File: src/rtl/decode_stage_pkg.sv
// Shared definitions for the RV32I decode stage: control bundle, held-entry
// payload, opcode constants, skid-buffer state encoding and the ALU sign rule.
package decode_stage_pkg;

  typedef enum logic [3:0] {
    ALU_ADD  = 4'd0,
    ALU_SUB  = 4'd1,
    ALU_SLL  = 4'd2,
    ALU_SLT  = 4'd3,
    ALU_SLTU = 4'd4,
    ALU_XOR  = 4'd5,
    ALU_SRL  = 4'd6,
    ALU_SRA  = 4'd7,
    ALU_OR   = 4'd8,
    ALU_AND  = 4'd9
  } alu_op_t;

  typedef struct packed {
    logic a;
    logic sign;
    logic reg_write;
    logic mem_read;
    logic mem_write;
    logic branch;
    logic jump;
  } control_signals_t;

  typedef struct packed {
    logic [2:0]       func3;
    control_signals_t cs;
    logic [31:0]      alu_a;
    logic [31:0]      alu_b;
    logic [4:0]       rd;
    logic [31:0]      store_data;
    logic [31:0]      br_target;
  } decode_entry_t;

  localparam logic [6:0] OPC_OP     = 7'b0110011;
  localparam logic [6:0] OPC_OP_IMM = 7'b0010011;
  localparam logic [6:0] OPC_LOAD   = 7'b0000011;
  localparam logic [6:0] OPC_STORE  = 7'b0100011;
  localparam logic [6:0] OPC_BRANCH = 7'b1100011;
  localparam logic [6:0] OPC_LUI    = 7'b0110111;
  localparam logic [6:0] OPC_AUIPC  = 7'b0010111;
  localparam logic [6:0] OPC_JAL    = 7'b1101111;
  localparam logic [6:0] OPC_JALR   = 7'b1100111;

  localparam logic [6:0] F7_BASE = 7'b0000000;
  localparam logic [6:0] F7_ALT  = 7'b0100000;

  localparam logic [1:0] SKID_EMPTY = 2'd0;
  localparam logic [1:0] SKID_ONE   = 2'd1;
  localparam logic [1:0] SKID_TWO   = 2'd2;

  // Register-register ops take instr[30] as SUB/SRA selector on 000 and 101;
  // immediate ops only on 101, since ADDI has no subtract form. SLT/SLTU
  // always need a signed-style subtract compare.
  function automatic logic alu_sign(input logic [2:0] f3, input logic bit30,
                                    input logic is_reg);
    logic s;
    case (f3)
      3'b000:  s = is_reg & bit30;
      3'b101:  s = bit30;
      3'b010:  s = 1'b1;
      3'b011:  s = 1'b1;
      default: s = 1'b0;
    endcase
    return s;
  endfunction

endpackage

File: src/rtl/decode_stage_imm_gen.sv
// Immediate generator: picks the RV32I immediate format from the opcode and
// returns it sign-extended to 32 bits. Opcodes without an immediate give 0.
module decode_stage_imm_gen
  import decode_stage_pkg::*;
(
  input  logic [31:0] instr_i,
  output logic [31:0] imm_o
);

  logic [31:0] imm_i;
  logic [31:0] imm_s;
  logic [31:0] imm_b;
  logic [31:0] imm_u;
  logic [31:0] imm_j;

  assign imm_i = {{20{instr_i[31]}}, instr_i[31:20]};
  assign imm_s = {{20{instr_i[31]}}, instr_i[31:25], instr_i[11:7]};
  assign imm_b = {{19{instr_i[31]}}, instr_i[31], instr_i[7], instr_i[30:25],
                  instr_i[11:8], 1'b0};
  assign imm_u = {instr_i[31:12], 12'b0};
  assign imm_j = {{11{instr_i[31]}}, instr_i[31], instr_i[19:12], instr_i[20],
                  instr_i[30:21], 1'b0};

  // Select the immediate format that belongs to the opcode
  always_comb begin
    imm_o = 32'd0;
    case (instr_i[6:0])
      OPC_OP_IMM, OPC_LOAD, OPC_JALR: imm_o = imm_i;
      OPC_STORE:                      imm_o = imm_s;
      OPC_BRANCH:                     imm_o = imm_b;
      OPC_LUI, OPC_AUIPC:             imm_o = imm_u;
      OPC_JAL:                        imm_o = imm_j;
      default:                        imm_o = 32'd0;
    endcase
  end

endmodule

File: src/rtl/decode_stage.sv
// Registered RV32I decode stage between fetch and execute, with a 2-entry
// skid buffer so in_ready is a flop rather than a path from out_ready.
// Optional build macro DECODE_ILLEGAL_TRAP_EN adds an 'illegal' output flag
// carried with each held entry.
module decode_stage
  import decode_stage_pkg::*;
#(
  parameter int XLEN = 32
) (
  input  logic             clk,
  input  logic             rst_n,
  input  logic             in_valid,
  output logic             in_ready,
  input  logic [XLEN-1:0]  in_instr,
  input  logic [XLEN-1:0]  in_pc,
  input  logic             flush,
  output logic [4:0]       rs1_addr,
  output logic [4:0]       rs2_addr,
  input  logic [XLEN-1:0]  rs1_data,
  input  logic [XLEN-1:0]  rs2_data,
  output logic             out_valid,
  input  logic             out_ready,
  output logic [2:0]       func3,
  output control_signals_t cs,
  output logic [XLEN-1:0]  alu_a,
  output logic [XLEN-1:0]  alu_b,
  output logic [4:0]       rd,
  output logic [XLEN-1:0]  store_data,
  output logic [XLEN-1:0]  br_target
`ifdef DECODE_ILLEGAL_TRAP_EN
  ,
  output logic             illegal
`endif
);

  logic [6:0]    opcode;
  logic [2:0]    f3;
  logic [6:0]    f7;
  logic [31:0]   rs1_val;
  logic [31:0]   rs2_val;
  logic [31:0]   imm;
  logic          is_illegal;
  decode_entry_t dec;

  logic [1:0]    state_q, state_d;
  logic          in_ready_q, in_ready_d;
  decode_entry_t entry0_q, entry0_d;
  decode_entry_t entry1_q, entry1_d;
  logic          accept;
  logic          load0_in;
  logic          load0_promote;
  logic          load1_in;

  assign opcode   = in_instr[6:0];
  assign f3       = in_instr[14:12];
  assign f7       = in_instr[31:25];
  assign rs1_addr = in_instr[19:15];
  assign rs2_addr = in_instr[24:20];
  assign rs1_val  = (rs1_addr == 5'd0) ? 32'd0 : rs1_data;
  assign rs2_val  = (rs2_addr == 5'd0) ? 32'd0 : rs2_data;

  decode_stage_imm_gen u_imm_gen (
    .instr_i (in_instr),
    .imm_o   (imm)
  );

  // Flag encodings we do not implement: unknown opcodes and bad func7 fields
  always_comb begin
    is_illegal = 1'b0;
    case (opcode)
      OPC_OP: is_illegal = (f7 != F7_BASE) && (f7 != F7_ALT);
      OPC_OP_IMM: begin
        if (f3 == 3'b001)
          is_illegal = (f7 != F7_BASE);
        else if (f3 == 3'b101)
          is_illegal = (f7 != F7_BASE) && (f7 != F7_ALT);
      end
      OPC_LOAD, OPC_STORE, OPC_BRANCH, OPC_LUI,
      OPC_AUIPC, OPC_JAL, OPC_JALR: is_illegal = 1'b0;
      default: is_illegal = 1'b1;
    endcase
  end

  // Build the ALU operand/control payload for the offered instruction;
  // illegal encodings leave the all-zero NOP payload
  always_comb begin
    dec = '0;
    if (!is_illegal) begin
      case (opcode)
        OPC_OP: begin
          dec.func3        = f3;
          dec.cs.a         = 1'b1;
          dec.cs.sign      = alu_sign(f3, in_instr[30], 1'b1);
          dec.cs.reg_write = 1'b1;
          dec.alu_a        = rs1_val;
          dec.alu_b        = rs2_val;
        end
        OPC_OP_IMM: begin
          dec.func3        = f3;
          dec.cs.a         = 1'b1;
          dec.cs.sign      = alu_sign(f3, in_instr[30], 1'b0);
          dec.cs.reg_write = 1'b1;
          dec.alu_a        = rs1_val;
          if ((f3 == 3'b001) || (f3 == 3'b101))
            dec.alu_b = {27'd0, in_instr[24:20]};
          else
            dec.alu_b = imm;
        end
        OPC_LOAD: begin
          dec.func3        = f3;
          dec.cs.mem_read  = 1'b1;
          dec.cs.reg_write = 1'b1;
          dec.alu_a        = rs1_val;
          dec.alu_b        = imm;
        end
        OPC_STORE: begin
          dec.func3        = f3;
          dec.cs.mem_write = 1'b1;
          dec.alu_a        = rs1_val;
          dec.alu_b        = imm;
          dec.store_data   = rs2_val;
        end
        OPC_BRANCH: begin
          dec.func3     = f3;
          dec.cs.sign   = 1'b1;
          dec.cs.branch = 1'b1;
          dec.alu_a     = rs1_val;
          dec.alu_b     = rs2_val;
          dec.br_target = in_pc + imm;
        end
        OPC_LUI: begin
          dec.cs.reg_write = 1'b1;
          dec.alu_b        = imm;
        end
        OPC_AUIPC: begin
          dec.cs.reg_write = 1'b1;
          dec.alu_a        = in_pc;
          dec.alu_b        = imm;
        end
        OPC_JAL: begin
          dec.cs.jump      = 1'b1;
          dec.cs.reg_write = 1'b1;
          dec.alu_a        = in_pc;
          dec.alu_b        = 32'd4;
          dec.br_target    = in_pc + imm;
        end
        OPC_JALR: begin
          dec.cs.jump      = 1'b1;
          dec.cs.reg_write = 1'b1;
          dec.alu_a        = in_pc;
          dec.alu_b        = 32'd4;
          dec.br_target    = (rs1_val + imm) & 32'hFFFF_FFFE;
        end
        default: dec = '0;
      endcase
      if (dec.cs.reg_write)
        dec.rd = in_instr[11:7];
    end
  end

  assign accept = in_valid && in_ready_q && !flush;

  // Skid FSM: decide next occupancy and which entry, if any, captures data
  always_comb begin
    state_d       = state_q;
    load0_in      = 1'b0;
    load0_promote = 1'b0;
    load1_in      = 1'b0;
    if (flush) begin
      state_d = SKID_EMPTY;
    end else begin
      case (state_q)
        SKID_EMPTY: begin
          if (accept) begin
            state_d  = SKID_ONE;
            load0_in = 1'b1;
          end
        end
        SKID_ONE: begin
          if (accept && out_ready) begin
            load0_in = 1'b1;
          end else if (accept) begin
            state_d  = SKID_TWO;
            load1_in = 1'b1;
          end else if (out_ready) begin
            state_d = SKID_EMPTY;
          end
        end
        SKID_TWO: begin
          if (out_ready) begin
            state_d       = SKID_ONE;
            load0_promote = 1'b1;
          end
        end
        default: state_d = SKID_EMPTY;
      endcase
    end
  end

  // Entry payload next-state from the FSM's capture/promote decisions
  always_comb begin
    entry0_d = entry0_q;
    entry1_d = entry1_q;
    if (load0_in)
      entry0_d = dec;
    else if (load0_promote)
      entry0_d = entry1_q;
    if (load1_in)
      entry1_d = dec;
  end

  assign in_ready_d = (state_d != SKID_TWO);

  // State, ready flag and held entries; reset empties both entries at once
  always_ff @(posedge clk or negedge rst_n) begin
    if (!rst_n) begin
      state_q    <= SKID_EMPTY;
      in_ready_q <= 1'b1;
      entry0_q   <= '0;
      entry1_q   <= '0;
    end else begin
      state_q    <= state_d;
      in_ready_q <= in_ready_d;
      entry0_q   <= entry0_d;
      entry1_q   <= entry1_d;
    end
  end

`ifdef DECODE_ILLEGAL_TRAP_EN
  logic illegal0_q, illegal1_q;

  // Illegal flag travels with its entry exactly like the payload
  always_ff @(posedge clk or negedge rst_n) begin
    if (!rst_n) begin
      illegal0_q <= 1'b0;
      illegal1_q <= 1'b0;
    end else begin
      if (load0_in)
        illegal0_q <= is_illegal;
      else if (load0_promote)
        illegal0_q <= illegal1_q;
      if (load1_in)
        illegal1_q <= is_illegal;
    end
  end

  assign illegal = illegal0_q;
`endif

  assign in_ready   = in_ready_q;
  assign out_valid  = (state_q != SKID_EMPTY);
  assign func3      = entry0_q.func3;
  assign cs         = entry0_q.cs;
  assign alu_a      = entry0_q.alu_a;
  assign alu_b      = entry0_q.alu_b;
  assign rd         = entry0_q.rd;
  assign store_data = entry0_q.store_data;
  assign br_target  = entry0_q.br_target;

endmodule
File: config.mk
export PLATFORM = sky130hd
export DESIGN_NAME = decode_stage
export DESIGN_NICKNAME = d
export VERILOG_FILES = /design/src/rtl/decode_stage_pkg.sv /design/src/rtl/decode_stage_imm_gen.sv /design/src/rtl/decode_stage.sv
export SDC_FILE = /design/constraint.sdc
export NUM_CORES = 1
export LEC_CHECK = 0
export CAP_MARGIN = 15
export CORE_MARGIN = 8
export CORE_UTILIZATION = 60
export DETAILED_ROUTE_END_ITERATION = 8
export PLACE_DENSITY = 0.88
export SYNTH_ARGS = -nofsm -noshare
export SYNTH_HDL_FRONTEND = slang
export SYNTH_SLANG_ARGS = --single-unit
export TNS_END_PERCENT = 30
File: constraint.sdc
create_clock -name clk -period 4.9 [get_ports clk]
set_input_delay 0.98 -clock clk [delete_from_list [all_inputs] [get_ports clk]]
set_output_delay 0.98 -clock clk [all_outputs]
set_load 0.02 [all_outputs]
; Word level (Yosys, flattened, before mapping)
; Cells that the tools add are included.
[classes]
n_addsub = 2
multipliers = 0
div_mod_pow = 0
order_cmp = 0
eq_ne = 17
shift = 0
muxes = 43
n_bitwise = 0
reduce_logical = 26
[op_table]
columns = cell, n
row1 = two-way mux 143 bit, 3
row2 = case mux 32 bit (5 select lines), 1
row3 = two-way mux 32 bit, 4
row4 = case mux 32 bit (2 select lines), 2
row5 = case mux 32 bit (4 select lines), 1
row6 = adder 32 bit, 2
row7 = == test 7 x 6 -> 1 bit (second input constant), 3
row8 = == test 7 bit (second input constant), 3
row9 = two-way mux 1 bit, 18
row10 = == test 7 x 5 -> 1 bit (second input constant), 2
row11 = OR reduction 2 bit, 7
row12 = OR reduction 7 bit, 2
row13 = two-way mux 2 bit, 6
row14 = logical NOT 5 bit, 2
row15 = == test 7 x 2 -> 1 bit (second input constant), 1
row16 = inequality test 7 x 6 -> 1 bit (second input constant), 1
row17 = nonzero test 7 bit, 1
row18 = == test 3 x 2 -> 1 bit (second input constant), 2
row19 = case mux 1 bit (2 select lines), 3
row20 = case mux 1 bit (3 select lines), 2
row21 = case mux 2 bit (3 select lines), 1
row22 = OR reduction 3 bit, 2
row23 = two-way mux 5 bit, 1
row24 = OR reduction 5 bit, 1
row25 = 13 further kinds, 17
[word_totals]
regBits = 289
latch_bits = 0
ramBits = 0
rom_bits = 0
input_bits = 133
output_inout_bits = 155
wordCells = 116
n_memories = 0

; Depth between registers and ports, before layout
; Gate-level depths: netlist (run 1).
[logic_depth]
word_depth = 9
ltp_mapped = 21
depth_no_buf = 18

; Modules after synthesis
; Synthesis (run 1) repeated with hierarchy kept, for this count alone.
[hier_totals]
cells_unflattened = 2379
area_unflattened_um2 = 18775.5
[by_module_without_submodules]
columns = module, instances, cells_each, area_per_inst_um2, seq_area_each_um2
row1 = decode_stage, 1, 2300, 18228.7, 7233.2
row2 = decode_stage_imm_gen, 1, 79, 546.8, 0.0

; Worst setup path before layout (run 1)
; No wires, ideal clock.
[synth_path]
path_type = input to register
startpoint = input in_instr[5]
endpoint = register entry0_q (netlist bit br_target[28])
setup_ns = 0.137
arrival_ns = 4.866
t_required_ns = 4.763
path_slack_ns = -0.103
stages = 20
n_path_buf = 2
cell_sequence = buf_2 > nor2_1 > nand2_1 > buf_2 > a21boi_4 > or2_2 > ha_1 > fa_1 > a21o_1 > a21oi_1 > nor2b_1 > o41a_1 > nor4b_1 > o31a_1 > o211ai_1 > a21boi_1 > a41oi_1 > xnor2_1 > a22oi_1 > a21oi_1
[synth_between]
elab_chain_len = 7
elab_cells_between_ends = 20
classes_between = 2 x add/sub / 9 x eq/ne / 5 x mux / 4 x reduce/logical
[synth_rtl]
columns = element, line_no
row1 = start: declaration, decode_stage.sv:14  ; input logic [XLEN-1:0] in_instr,
row2 = "== test 7 x 5 -> 1 bit, or another cell as far along", "decode_stage_imm_gen.sv:27, decode_stage.sv:70"
row3 = OR reduction 3 bit / OR reduction 2 bit (equally long branches), decode_stage_imm_gen.sv:27  ; case (instr_i[6:0])
row4 = case mux 32 bit (5 select lines), decode_stage_imm_gen.sv:27
row5 = "adder 32 bit, on equally long branches", "decode_stage.sv:152, decode_stage.sv:129, decode_stage.sv:145"
row6 = case mux 32 bit (2 select lines), decode_stage.sv:89  ; case (opcode)
row7 = two-way mux 143 bit *, decode_stage.sv:88  ; if (!is_illegal) begin
row8 = two-way mux 143 bit *, decode_stage.sv:204  ; if (load0_in)
row9 = end signal: assignment, decode_stage.sv:224  ; entry0_q <= entry0_d;
row10 = end: declaration, decode_stage.sv:47  ; decode_entry_t entry0_q, entry0_d;
; Mark *: on every way between the ends. The rest lies on a longest branch, timed or not.
; A chain may end at the register's enable or synchronous reset.

; Worst setup path in the final report (run 1)
[layout_path]
startpoint = input in_instr[15]
endpoint = register entry0_q (netlist bit br_target[19])
[layout_between]
elab_chain_len = 6
elab_cells_between_ends = 8
classes_between = 2 x add/sub / 5 x mux / 1 x reduce/logical
[layout_rtl]
columns = element, line_no
row1 = logical NOT 5 bit, decode_stage.sv:59  ; assign rs1_val = (rs1_addr == 5'd0) ? 32'd0 : rs1_data;
row2 = two-way mux 32 bit, decode_stage.sv:59
row3 = adder 32 bit, decode_stage.sv:152  ; dec.br_target = (rs1_val + imm) & 32'hFFFF_FFFE;
row4 = case mux 32 bit (2 select lines) *, decode_stage.sv:89
row5 = two-way mux 143 bit *, decode_stage.sv:88
row6 = two-way mux 143 bit *, decode_stage.sv:204
; Marked as above.

==> results.md, run 1 <==
- Result of the run: finished, final reports clean
- Synthesized area divided by synthesized cell count: 7.77 µm²
- Cell area after placement: 23800 µm²
- Worst EP arrival: 5.30 ns
- Share of the synthesized area in the top cell type: 38.5%
- Top post-synthesis cells by area: dfrtp_1 39%, nand2_1 11%, o21ai_0 5.4%
- FFs w/ async S/R, synth: 100%
- Primary FF master, synth: dfrtp_1
- Clock latency at the later pin of the worst-skew pair: 0.62 ns
- TritonCTS clock tree: built
- List of most frequent post-synthesis cells: 554 x nand2_1, 288 x dfrtp_1, 238 x nor2_1
- Final Critical Period: 4.80 ns
- Nature of the critical path startpoint: input port
- DRC violations left: 0
- Data required time at the worst endpoint: 5.40 ns
- Half-perimeter wire length after detailed placement: 56400 µm
- Starting density of the core: 61.0%
- Layout cells sized above 1: 15.8%
- Largest stage delay on the critical path: 0.62 ns
- Series of cell instances along the critical path: clkdlybuf4s50_1 -> or4_4 -> nand2b_4 -> and2_1 -> ha_1 -> buf_4 -> a21o_1 -> a21oi_1 -> o21ai_0 -> a21oi_2 -> o31ai_4 -> a211o_2 -> a41oi_1 -> xnor2_1 -> a22oi_1 -> buf_4 -> a21oi_1 -> a21o_1
- Routed length per placed instance: 24.5 µm
- Number of placed I/O pins: 288
- Element type at the critical path end: register
- Final number of hold-violating endpoints: 0
- Most common cell in the netlist: nand2_1
- CTS Sinks: 289
- I/O Buffers: 287
- Maximum clock rate: 208 MHz
- Total number of vias: 21500
- Buffers & Inverters on Critical Path: 3
- Power density over the cells: 262 nW/µm²
- Final global-route overflow total: 0
- Unique cell type count in the Yosys netlist: 108
- Clock-pin slew on the worst setup and hold paths: 0.06 ns
- Cells after Synth: 2407
- Final clock skew: 0.0322 ns
- Number of synthesized flops with an enable pin: 0
- Core ar.: 30700 µm²
- Maximum fanout along the worst path: 7
- Initial antenna violation count: 9
- Most area-hungry cell type in the Yosys netlist: dfrtp_1
- Design Power: 0.00657 W
- Floorplan die height: 193 µm
- Relative slew slack: 26.5%
- Slew @ Worst Pin: 1.10 ns
- Critical Path Stages: 18
- Quantity of hold-fixing buffers added after cts: 0
- Post-Route WL: 80200 µm
- Critical path class: input port to register
- Wire length of the first global-routing pass: 120000 µm
- Die Area: 37100 µm²
- Die Width: 193 µm
- 1st-pass router iterations: 9
- Routability-driven placement congestion ratio: 1.05
- Number of global-route vias before repair: 20600
- DR iter-0 viols: 3099
- CTS H-tree depth: 1
- Part of the cycle the worst path needs: 97.9%
- Leak: 10.9 nW
- Number of fill cells: 1914
- RSZ-0062 raised after global routing: yes
- Cell chosen for the clock root: clkbuf_16
- Number of CTS-inserted buffers: 31
- Number of nets in the synthesized netlist: 2585
- Portion of the post-synthesis area used by sequential elements: 38.7%
- Drt via density: 6.56
- Maximum number of pins on one net before global-route repair: 227
- Worst-case reg-to-reg path depth: 6
- Cell family contributing the most delay on the critical path: compound AO/OA/AOI/OAI gates
- P&R area growth vs syn: 34.2%
- Final Slew Violations: 0
- Class of the most critical hold timing path: input port to asynchronous set/reset pin
- Synth Cell Area: 18700 µm²
- Largest vdd supply drop: 0.000326 V
- Number of synthesized register bits: 289
- Cell with the largest stage delay on the worst path: or4_4
- Number of core rows: 64
- Number of endpoints failing setup at the final stage: 0
- Global-route total usage across every layer: 41.7%
- Post-route ant nets: 0
- Synth warnings: 0
- Number of nets in the final layout: 3024
- Maxcap violations: 0
- Cell area after layout: 25100 µm²
- Max clock buf depth: 3
==> through the flow <==
stage | setup slack, ns | TNS [ns] | hold slack (ns) | util, % | instances
after floorplan | -0.0388 | -0.0760 | 0.438 | - | 2407
after CTS | 0.0290 | 0 | 0.477 | 81.2 | 3262
after global placement | -0.642 | -17.21 | 0.450 | 77.6 | 3205
after detailed placement | -0.722 | -21.11 | 0.462 | 77.6 | 3205
final | 0.101 | 0 | 0.425 | 81.9 | 3274
after global routing | -0.0235 | -0.0564 | 0.495 | 81.9 | 3271
==> final timing paths <==
check	slack [ns]	startpoint	to
max	0.10	in_instr[15]	br_target[19]
min	0.43	rst_n	alu_b[25]
max reg2reg	1.97	in_ready	br_target[2]
min reg2reg	0.48	entry1_q[126]	entry1_q[126]
max in group asynchronous	3.41	rst_n	entry1_q[54]
min in group clk	0.48	entry1_q[126]	entry1_q[126]
==> registers in the layout (all words and copies together) (netlist names) <==
signal      count
alu_b          32
cs              7
store_data     32
br_target      32
alu_a          32
in_ready        1
state_q         2
func3           3
entry1_q      143
rd              5
==> power breakdown <==
group / internal [W] / leakage [nW] / switching [W]
clock: 0.00148 / 0.531 / 0.00105
combinational: 0.000607 / 6.50 / 0.000824
sequential: 0.00251 / 3.91 / 0.0000955
total: 0.00460 / 10.9 / 0.00197
==> timing repair <==
item,in CTS,in global routing
gates resized for setup,15,33
pin swaps,1,22
gates cloned,0,1
buffers inserted,0,3
hold endpoints to repair,0,0
setup endpoints to repair,15,34
==> cell families after synthesis <==
family / share of synthesized area, %
compound gates: 24.8
buf+inv: 5.03
mux: 0.515
flops: 38.7
fa+ha+maj: 3.64
xor+xnor: 3.14
simple gates: 24.2
==> area by class of cell <==
| class | count | area [µm²] | share of cell area [%] |
|---|---|---|---|
| Tap cell | 396 | 495 | 1.97 |
| Sequential cell | 289 | 7230 | 28.8 |
| Clock inverter | 12 | 181 | 0.722 |
| Clock buffer | 45 | 898 | 3.58 |
| Multi-Input combinational cell | 1893 | 10800 | 43.1 |
| Timing Repair Buffer | 597 | 5340 | 21.3 |
| Antenna cell | 8 | 20.0 | 0.0797 |
| Inverter | 34 | 128 | 0.508 |
==> layout by cell type, fill, tap and decap left out, types with 55 or more instances in the layout <==
master           Yosys  routed
nand3_1             68      67
nor2_1             238     236
o21ai_0            203     202
clkdlybuf4s50_1      0     280
dfrtp_1            288     288
buf_4               14     297
a22oi_1             55      55
a31oi_1             66      66
nand2_1            554     550
a21oi_1            165     160
==> metal layers <==
metal	up-vias	GRT usage (%)	share of wire (%)	routed length [µm]
li1	9322	-	-	-
met1	10100	53.0	37	29300
met2	1642	64.2	44	35300
met3	367	10.8	13	10300
met4	4	22.9	6.6	5300
met5	-	0	0.029	23
Note: power is estimated with default switching activity, not from simulation.
==> inputs of run 2 (changes only) <==
--- a/config.mk
+++ b/config.mk
@@ -7,9 +7,11 @@
 export LEC_CHECK = 0
 export CAP_MARGIN = 15
 export CORE_MARGIN = 8
-export CORE_UTILIZATION = 60
+export CORE_UTILIZATION = 61
+export CTS_BUF_LIST = sky130_fd_sc_hd__clkbuf_8
 export DETAILED_ROUTE_END_ITERATION = 8
-export PLACE_DENSITY = 0.88
+export PLACE_DENSITY = 0.89
+export RECOVER_POWER = 50
 export SYNTH_ARGS = -nofsm -noshare
 export SYNTH_HDL_FRONTEND = slang
 export SYNTH_SLANG_ARGS = --single-unit
==> run 2 against run 1 <==
The flow now finishes with violations (capacitance limit, slew limit); routed wire length shrank 4.8%; setup slack better by 0.0044 ns; total power down 4.9%; largest cell class unchanged; combinational power shrank 5%; critical path depth increased by 2; non-clock buffer count fell by 37; sequential power barely moved; largest power group unchanged; hold slack better by 0.048 ns; utilization is 0.69 points lower; critical endpoint is now br_target[28]; sequential share of layout area rose by 0.48 points; final area decreased by 1.6%; clock-buffer cell count grew 12.
==> results.md, run 2 (synthesized netlist as in run 1, its figures left out) <==
- P&R area growth vs syn: 32.1%
- Part of the cycle the worst path needs: 97.8% (about the same)
- Cell area after placement: 23500 µm² (-1.3%)
- Commonest cells after routing, fill and taps aside: 550 x nand2_1, 288 x dfrtp_1, 262 x buf_4, 238 x nor2_1, 205 x clkdlybuf4s50_1
- Wire length of the first global-routing pass: 115000 µm (-3.5%)
- Number of fill cells: 1963 (+2.6%)
- Number of CTS-inserted buffers: 49 (+58%)
- Quantity of hold-fixing buffers added after cts: 0 (unchanged)
- Max clock buf depth: 3 (unchanged)
- Final Critical Period: 4.79 ns (-0.00437 ns)
- Sequential power share: 41.7% (+2.0 points)
- Core ar.: 30400 µm² (-0.78%)
- Largest stage delay on the critical path: 0.55 ns (-0.07 ns)
- Post-Route WL: 76300 µm (-4.8%)
- Element type at the critical path end: register
- Largest vdd supply drop: 0.000350 V (+7.6%)
- Post-route ant nets: 0 (unchanged)
- Class of the most critical hold timing path: register to register
- Internal power: 0.00435 W (-5.4%)
- Maximum clock rate: 209 MHz (about the same)
- Number of nets in the final layout: 3005 (-0.63%)
- Layout cells sized above 1: 15.2% (-0.64 points)
- Floorplan die height: 191 µm (-0.76%)
- Power density over the cells: 253 nW/µm² (-3.3%)
- Series of cell instances along the critical path: clkdlybuf4s50_1 -> nand3b_4 -> or4b_4 -> a21boi_4 -> o211ai_4 -> fa_2 -> nor2b_2 -> o31ai_2 -> a2111oi_2 -> buf_4 -> nor4_2 -> a311o_1 -> o211ai_1 -> a21oi_2 -> buf_4 -> nor3_1 -> o22ai_1 -> xnor2_1 -> a22oi_1 -> a21oi_1
- Cell with the largest stage delay on the worst path: or4b_4
- Most frequent standard cell in the layout excluding fill and tap cells: nand2_1
- Switching portion of total power: 30.4% (+0.36 points)
- Result of the run: finished with violations
- Die Width: 191 µm (-0.76%)
- Cell chosen for the clock root: clkbuf_8
- Number of endpoints failing setup at the final stage: 0 (unchanged)
- Footprint of the multi-input gates: 10800 µm² (about the same)
- Number of placed I/O pins: 288 (unchanged)
- 1st-pass router iterations: 7 (-2)
- Worst EP arrival: 5.22 ns (-0.08 ns)
- I/O Buffers: 287 (unchanged)
- Cell area after layout: 24700 µm² (-1.6%)
- Core occupancy in the finished layout: 81.2% (-0.69 points)
- Final number of hold-violating endpoints: 0 (unchanged)
- Data required time at the worst endpoint: 5.32 ns (-0.08 ns)
- Die Area: 36500 µm² (-1.5%)
- Slew @ Worst Pin: 2.31 ns (+1.21 ns)
- CTS H-tree depth: 2 (+1)
- Maxcap violations: 1 (+1)
- Finished Layout Cells: 3261 (-0.40%)
- Final clock skew: 0.0303 ns (-0.00185 ns)
- Number of global-route vias before repair: 20500 (-0.88%)
- Nature of the critical path startpoint: input port
- Violated checks: capacitance limit, slew limit
- DRC violations left: 0 (unchanged)
- CTS Sinks: 289 (unchanged)
- Final global-route overflow total: 0 (unchanged)
- Clock latency at the later pin of the worst-skew pair: 0.59 ns (-0.03 ns)
- Critical path class: input port to register
- Leak: 11.0 nW (+0.14%)
- Drt via density: 6.47 (-1.4%)
- Clock share of power: 36.5% (-2.1 points)
- Maximum fanout along the worst path: 3 (-4)
- Top register by number of flip-flops: entry1_q
- Routability-driven placement congestion ratio: 1.06 (+1.3%)
- Maximum number of pins on one net before global-route repair: 185 (-19%)
- Design Power: 0.00625 W (-4.9%)
- Largest register FFs: 143 (unchanged)
- Most used cell, CP: buf_4
- Total net switching power: 0.00190 W (-3.8%)
- Starting density of the core: 61.5% (+0.48 points)
- Share of total power in combinational logic: 21.8% (about the same)
- Relative slew slack: -53.9% (-80 points)
- Storage cell area: 7230 µm² (unchanged)
- Cell family contributing the most delay on the critical path: compound AO/OA/AOI/OAI gates
- Initial antenna violation count: 6 (-3)
- TritonCTS clock tree: built
- Final Slew Violations: 95 (+95)
- Routed length per placed instance: 23.4 µm (-4.5%)
- Clock-pin slew on the worst setup and hold paths: 0.06 ns (about the same)
- Inst Count DP: 3168 (-1.2%)
- Setup TNS Final: 0 ns (unchanged)
- Buffers & Inverters on Critical Path: 3 (unchanged)
- RSZ-0062 raised after global routing: yes
- DR iter-0 viols: 2596 (-16%)
- Total number of vias: 21100 (-1.8%)
- Half-perimeter wire length after detailed placement: 55900 µm (-0.86%)
- Global-route total usage across every layer: 40.5% (-1.2 points)
- Number of core rows: 64 (unchanged)
run 2: changes by cell type in the layout (fill, tap and decap cells not counted), moves of 3 or more:
cell | before | now
buf_12 | 10 | 6
buf_4 | 297 | 262
clkbuf_1 | 7 | 0
clkbuf_16 | 31 | 0
clkbuf_8 | 7 | 57
clkdlybuf4s50_1 | 280 | 205
diode_2 | 8 | 5
dlygate4sd3_1 | 0 | 76
inv_1 | 33 | 49
run 2: repair_timing:
item,in CTS,in global routing
endpoints found under the setup margin,16,33
resized for setup,16,31
cloned,0,1
pin swaps,9,13
setup buffers,0,3
run 2: final cells by class:
type	instances	share of cell area [%]
Multi-Input combinational cell	1893	43.8
Tap cell	396	2.01
Clock buffer	57	3.17
Sequential cell	289	29.3
Clock inverter	27	0.967
Timing Repair Buffer	560	20.2
Inverter	34	0.516
Antenna cell	5	0.0506
run 2: stage by stage:
step	setup WS (ns)	hold slack (ns)
after global routing	-0.0521	0.490
after global placement	-0.654	0.451
after CTS	0.000878	0.442
final	0.106	0.473
after floorplan	-0.0388	0.438
after detailed placement	-0.817	0.462
run 2: worst register-to-register path: cells and delay by family (launching register included):
| family | cells | cell delay [ns] |
|---|---|---|
| buf+inv | 1 | 0.49 |
| compound gates | 2 | 0.70 |
| flops | 1 | 0.53 |
| simple gates | 4 | 1.11 |
run 2: power by group through the flow:
stage	clock (W)	combinational (W)	sequential, W
final	0.00228	0.00136	0.00261
after detailed placement	0	0.00134	0.00265
after floorplan	0	0.000488	0.00276
after global routing	0.00239	0.00145	0.00262
after CTS	0.00228	0.00135	0.00260
after global placement	0	0.00132	0.00264
run 2: final timing paths:
check / from / to / slack (ns) / cells after the start
worst max-delay path: in_instr[4] / br_target[28] / 0.11 / 20
worst min register to register: store_data[24] / store_data[24] / 0.47 / 2
min in group asynchronous: rst_n / alu_b[28] / 1.07 / 1
worst max register to register: in_ready / br_target[1] / 1.89 / 7
max in group asynchronous: rst_n / entry1_q[17] / 1.21 / 2
worst min-delay path: store_data[24] / store_data[24] / 0.47 / 2
run 2: layer usage:
metal	vias up	track usage (%)	wire length, µm
met5	-	0	11
met4	2	23.8	5120
li1	9287	-	-
met1	9919	52.2	28300
met3	303	8.77	9360
met2	1576	62.1	33600
